[config.mk]
export PLATFORM = sky130hd
export DESIGN_NAME = multisim_client_fifo
export DESIGN_NICKNAME = d
export VERILOG_FILES = /design/src/rtl/multisim_pkg.sv /design/src/rtl/multisim_fifo_mem.sv /design/src/rtl/multisim_client_fifo.sv
export SDC_FILE = /design/constraint.sdc
export NUM_CORES = 1
export LEC_CHECK = 0
export CORE_MARGIN = 8
export CORE_UTILIZATION = 42
export CTS_CLUSTER_DIAMETER = 50
export DETAILED_ROUTE_END_ITERATION = 10
export GPL_TIMING_DRIVEN = 0
export MAX_ROUTING_LAYER = met4
export PLACE_DENSITY_LB_ADDON = 0.15
export SYNTH_ARGS = -nofsm -noshare
export SYNTH_HDL_FRONTEND = slang
export SYNTH_SLANG_ARGS = --single-unit
export TNS_END_PERCENT = 5
[constraint.sdc]
create_clock -name clk -period 6.1 [get_ports clk]
set_clock_uncertainty 0.2 [all_clocks]
set_input_delay 0.61 -clock clk [delete_from_list [all_inputs] [get_ports clk]]
set_output_delay 0.61 -clock clk [all_outputs]
set_load 0.01 [all_outputs]
[src/rtl/multisim_pkg.sv]
// Shared constants and helpers for the multisim client FIFO.
package multisim_pkg;

  localparam int STAT_W = 32;

  // Bits needed to hold any value in 0..n (occupancy counters).
  function automatic int clog2_plus1(input int n);
    int w;
    w = 0;
    for (int i = 0; i < 31; i++) begin
      if ((1 << i) < (n + 1)) w = i + 1;
    end
    return w;
  endfunction

endpackage

[src/rtl/multisim_fifo_mem.sv]
// DEPTH x DATA_WIDTH storage: synchronous write port, asynchronous read port.
module multisim_fifo_mem #(
  parameter int DATA_WIDTH = 64,
  parameter int DEPTH      = 16,
  localparam int AW        = $clog2(DEPTH)
) (
  input  logic                  clk,
  input  logic                  we,
  input  logic [AW-1:0]         waddr,
  input  logic [DATA_WIDTH-1:0] wdata,
  input  logic [AW-1:0]         raddr,
  output logic [DATA_WIDTH-1:0] rdata
);

  logic [DATA_WIDTH-1:0] r_mem [DEPTH];

  always_ff @(posedge clk) begin
    if (we) r_mem[waddr] <= wdata;
  end

  // Combinational read gives first-word-fall-through at the top level.
  assign rdata = r_mem[raddr];

endmodule

[src/rtl/multisim_client_fifo.sv]
// Elastic valid/ready buffer feeding the multisim client, with occupancy and
// high-watermark. Define MULTISIM_CLIENT_FIFO_STATS_EN for transfer/stall counters.
module multisim_client_fifo
  import multisim_pkg::*;
#(
  parameter int DATA_WIDTH = 64,
  parameter int DEPTH      = 16
) (
  input  logic                          clk,
  input  logic                          rst,
  input  logic                          in_vld,
  output logic                          in_rdy,
  input  logic [DATA_WIDTH-1:0]         in_data,
  output logic                          data_vld,
  input  logic                          data_rdy,
  output logic [DATA_WIDTH-1:0]         data,
  output logic [clog2_plus1(DEPTH)-1:0] level,
  output logic [clog2_plus1(DEPTH)-1:0] max_level
`ifdef MULTISIM_CLIENT_FIFO_STATS_EN
  ,
  output logic [STAT_W-1:0]             xfer_count,
  output logic [STAT_W-1:0]             stall_count
`endif
);

  localparam int AW = $clog2(DEPTH);
  localparam int LW = clog2_plus1(DEPTH);

  if (DEPTH < 2 || (DEPTH & (DEPTH - 1)) != 0) begin : g_bad_depth
    $fatal(1, "multisim_client_fifo: DEPTH must be a power of two >= 2");
  end

  logic [AW-1:0] r_wr_ptr;
  logic [AW-1:0] r_rd_ptr;
  logic [LW-1:0] r_level;
  logic [LW-1:0] r_max_level;
  logic [LW-1:0] w_level_next;
  logic          w_push;
  logic          w_pop;

  assign in_rdy    = !rst && (r_level != LW'(DEPTH));
  assign data_vld  = !rst && (r_level != '0);
  assign w_push    = in_vld && in_rdy;
  assign w_pop     = data_vld && data_rdy;
  assign level     = r_level;
  assign max_level = r_max_level;

  always_comb begin
    w_level_next = r_level;
    case ({w_push, w_pop})
      2'b10:   w_level_next = r_level + LW'(1);
      2'b01:   w_level_next = r_level - LW'(1);
      default: w_level_next = r_level;
    endcase
  end

  always_ff @(posedge clk) begin
    if (rst) begin
      r_wr_ptr    <= '0;
      r_rd_ptr    <= '0;
      r_level     <= '0;
      r_max_level <= '0;
    end else begin
      if (w_push) r_wr_ptr <= r_wr_ptr + AW'(1);
      if (w_pop)  r_rd_ptr <= r_rd_ptr + AW'(1);
      r_level <= w_level_next;
      if (w_level_next > r_max_level) r_max_level <= w_level_next;
    end
  end

  multisim_fifo_mem #(
    .DATA_WIDTH(DATA_WIDTH),
    .DEPTH     (DEPTH)
  ) u_mem (
    .clk  (clk),
    .we   (w_push),
    .waddr(r_wr_ptr),
    .wdata(in_data),
    .raddr(r_rd_ptr),
    .rdata(data)
  );

`ifdef MULTISIM_CLIENT_FIFO_STATS_EN
  logic [STAT_W-1:0] r_xfer_count;
  logic [STAT_W-1:0] r_stall_count;

  always_ff @(posedge clk) begin
    if (rst) begin
      r_xfer_count  <= '0;
      r_stall_count <= '0;
    end else begin
      if (w_pop && r_xfer_count != '1) r_xfer_count <= r_xfer_count + STAT_W'(1);
      if (data_vld && !data_rdy && r_stall_count != '1)
        r_stall_count <= r_stall_count + STAT_W'(1);
    end
  end

  assign xfer_count  = r_xfer_count;
  assign stall_count = r_stall_count;

  final $display("multisim_client_fifo: xfers=%0d stalls=%0d", r_xfer_count, r_stall_count);
`endif

  a_no_push_full: assert property (@(posedge clk) disable iff (rst)
    !(w_push && r_level == LW'(DEPTH)));
  a_no_pop_empty: assert property (@(posedge clk) disable iff (rst)
    !(w_pop && r_level == '0));
  a_stall_stable: assert property (@(posedge clk) disable iff (rst)
    (data_vld && !data_rdy) |=> (data_vld && $stable(data)));

endmodule
==> key figures <==
Outcome
  • Status: finished, final reports clean

Place
  • GP Congestion: 0.708
  • # port buffers: 143
  • Hpwl dp: 59200 µm
  • Placement Cell Area: 44000 µm²
  • Placed insts: 3036

Logic synthesis
  • Sequential cell area fraction in the yosys report: 78.6%
  • Mean post-synth cell area: 25.3 µm²
  • Synth Instances: 1567
  • Yosys cell types: 38
  • Post-Synthesis Cell Area: 39700 µm²
  • Post-synth top area share: 77.5%
  • Yosys Warn Count: 0
  • Area contributors post-synth: edfxtp_1 (77%), mux4_2 (18%), dfxtp_1 (1.1%), buf_6 (0.74%), ha_1 (0.41%)
  • Syn nets: 1648
  • Dominant cell type by area after synthesis: edfxtp_1
  • #FFs+latches synth: 1046

Job
  • Max capacitance violation total: 0

Critical path
  • Critical Path RT: 6.45 ns
  • Setup crit end kind: flop
  • Critical Path AT: 5.17 ns
  • Kind of critical path: flop to flop
  • Critical Path Start Type: flop
  • Max FO, Critical Path: 10

Die
  • Die width: 323 µm
  • Die Ht: 323 µm
  • Core area: 93500 µm²
  • Die area: 105000 µm²
  • I/O pin count: 144
  • Floorplan row count: 112
  • Initial core utilization: 42.5%

Global routing
  • Initial antenna violation count: 7
  • Largest net degree at the start of global routing: 22
  • First-pass GRT wire length: 134000 µm
  • Overflow after GRT: 0
  • GRT Util Overall: 18.4%
  • Vias in the first global route: 19.2k

Timing
  • Fin crit share: 79.1%
  • RSZ-0062 raised after global routing: false
  • Worst-margin pin slew: 1.21 ns
  • Setup-failing EPs final: 0
  • Hold_ws: 0.323 ns
  • Rel. slew slack: 19.2%
  • Slew Limit Fails: 0
  • Fmax: 207 MHz
  • Final hold vios: 0
  • Period minus WS final: 4.82 ns

Pwr
  • Sw frac: 21.9%
  • Internal power: 12.9 mW
  • Sw Pwr: 3.63 mW
  • P per Cell Area: 346 nW/µm²
  • Peak VDD IR: 0.214 mV
  • Share of power burned in registers: 48.3%
  • Comb power frac: 10.3%
  • Clock Power Share: 41.4%
  • Leak: 14.6 nW

Route
  • 1st-pass router iterations: 5
  • Post-Route M1 WL: 39600 µm
  • DRT iter0 DRCs: 1771
  • DRC violations left: 0
  • Routed wire length per instance: 28.6 µm
  • Vias: 17.9k
  • Met2 WL: 47100 µm
  • Top sig layer: met4
  • Via density: 5.49
  • DR WL met3: 4900 µm
  • Final wirelength: 93400 µm
  • Antenna Nets Post-Route: 0

CTS
  • Cts hold-fix bufs: 0
  • CTS tree: done
  • Worst skew pair latency: 0.68 ns
  • CTS clock-pin slew for the worst setup and hold paths: 0.06 ns
  • Num CTS Buffers: 118
  • Resized Gates After CTS: 0
  • Htree depth: 3
  • Clock Sinks: 1046
  • # Post-CTS Setup Buffers: 0
  • Clock Path Buffers: 3
  • Clk root buf: clkbuf_16

Cells and area
  • Layout Cells excl Fill: 3259
  • Nets: 1983
  • Synth-to-layout area growth: 20.5%
  • Final Cell Area: 47800 µm²
  • Share of cells above drive strength 1: 31.1%

Hold path
  • Worst Hold Class: flop to flop
sequential cells by signal, indices dropped and copies added (netlist names), named ones only:
register	cells
r_rd_ptr	4
u_mem.r_mem	1024
max_level	5
r_wr_ptr	4
level	5
stage by stage:
step / TNS (ns) / util [%] / power, mW / worst slack [ns]
3_3_place_gp: -4034.97 / 45.7 / 9.85 / -7.29
4_1_cts: 0 / 51.1 / 16.7 / 1.21
6_report: 0 / 51.1 / 16.5 / 1.28
3_5_place_dp: 0 / 47.1 / 9.89 / 0.896
2_1_floorplan: -80.91 / - / 9.21 / -0.422
5_1_grt: 0 / 51.1 / 17.1 / 0.970
synthesized netlist by cell type, drive strengths merged:
cell and number:
a31oi 1, o21ai 3, dfxtp 22, nand3 1, nor2b 5, nor3b 1, or4 1, mux2 1
nor2 34, inv 9, buf 41, nand3b 1, nand4 2, a21oi 6, a211oi 1, nor4 1
mux4 320, nand2b 3, a21boi 1, or3b 1, clkbuf 37, o31ai 1, ha 13, a21o 2
and4 1, xnor2 5, nand2 10, xor2 6, o31a 1, a32oi 1, edfxtp 1024, mux2i 5
nor3 5, o21a 1
power by group through the flow:
stage | Clock, mW | Sequential (mW) | Combinational [mW]
2_1_floorplan | 0 | 8.14 | 1.07
3_3_place_gp | 0 | 8.15 | 1.71
3_5_place_dp | 0 | 8.13 | 1.76
4_1_cts | 6.98 | 7.98 | 1.76
5_1_grt | 7.28 | 7.98 | 1.84
6_report | 6.83 | 7.98 | 1.71
placed cells by master (no fill, tap or decap), drive strengths merged, types with 2 or more instances in the layout:
cell,instances
clkdlybuf4s50,143
o21ai,3
clkinv,49
a21o,2
edfxtp,1024
a21oi,6
ha,13
buf,113
dfxtp,22
nor2,34
diode,6
bufinv,10
clkinvlp,12
mux4,320
nand2,10
nand2b,3
inv,17
nor3,5
nand4,2
clkbuf,175
xnor2,5
nor2b,5
xor2,6
mux2i,5
cell families after synthesis:
family | Yosys count | share of synthesized area, %
compound gates | 18 | 0.287
xor+xnor | 11 | 0.243
fa+ha+maj | 13 | 0.410
buf+inv | 87 | 1.37
flops | 1046 | 78.6
mux | 326 | 18.3
simple gates | 66 | 0.766
area by class of cell:
class                           count  area (µm²)
Clock inverter                     79         706
Clock buffer                      138        3090
Tap cell                         1254        1570
Multi-Input combinational cell    434        8060
Inverter                            9        33.8
Fill cell                        7251       45700
Antenna cell                        6        15.0
Sequential cell                  1046       31200
Buffer                             78         512
Timing Repair Buffer              215        2630
worst max-delay path, cell delays in order (launching register included):
cell,delay [ns]
dfxtp_1,0.31
buf_2,0.17
or4_1,0.55
o21ai_0,0.46
nor2_1,0.14
ha_1,0.30
xor2_1,0.19
ha_1,0.21
or3b_2,0.44
a32oi_1,0.28
xnor2_1,0.23
ha_1,0.32
a21oi_1,0.13
o31a_1,0.14
clkbuf_1,0.32
mux2i_1,0.24
nor2_1,0.05
final timing paths:
kind	end	startpoint	slack, ns	cells after the start
setup / recovery	max_level[4]$_SDFFE_PP0N_	level[2]$_SDFF_PP0_	1.28	16
hold / removal	max_level[3]$_SDFFE_PP0N_	max_level[3]$_SDFFE_PP0N_	0.32	2
setup reg to reg	max_level[4]$_SDFFE_PP0N_	level[2]$_SDFF_PP0_	1.28	16
hold reg to reg	max_level[3]$_SDFFE_PP0N_	max_level[3]$_SDFFE_PP0N_	0.32	2
per-layer routing:
| metal | global-route usage [%] | up-vias |
|---|---|---|
| li1 | - | 7513 |
| met1 | 24.2 | 9777 |
| met2 | 30.2 | 478 |
| met3 | 3.16 | 123 |
| met4 | 4.73 | 0 |
| met5 | - | - |
Note: power is estimated with default switching activity, not from simulation.
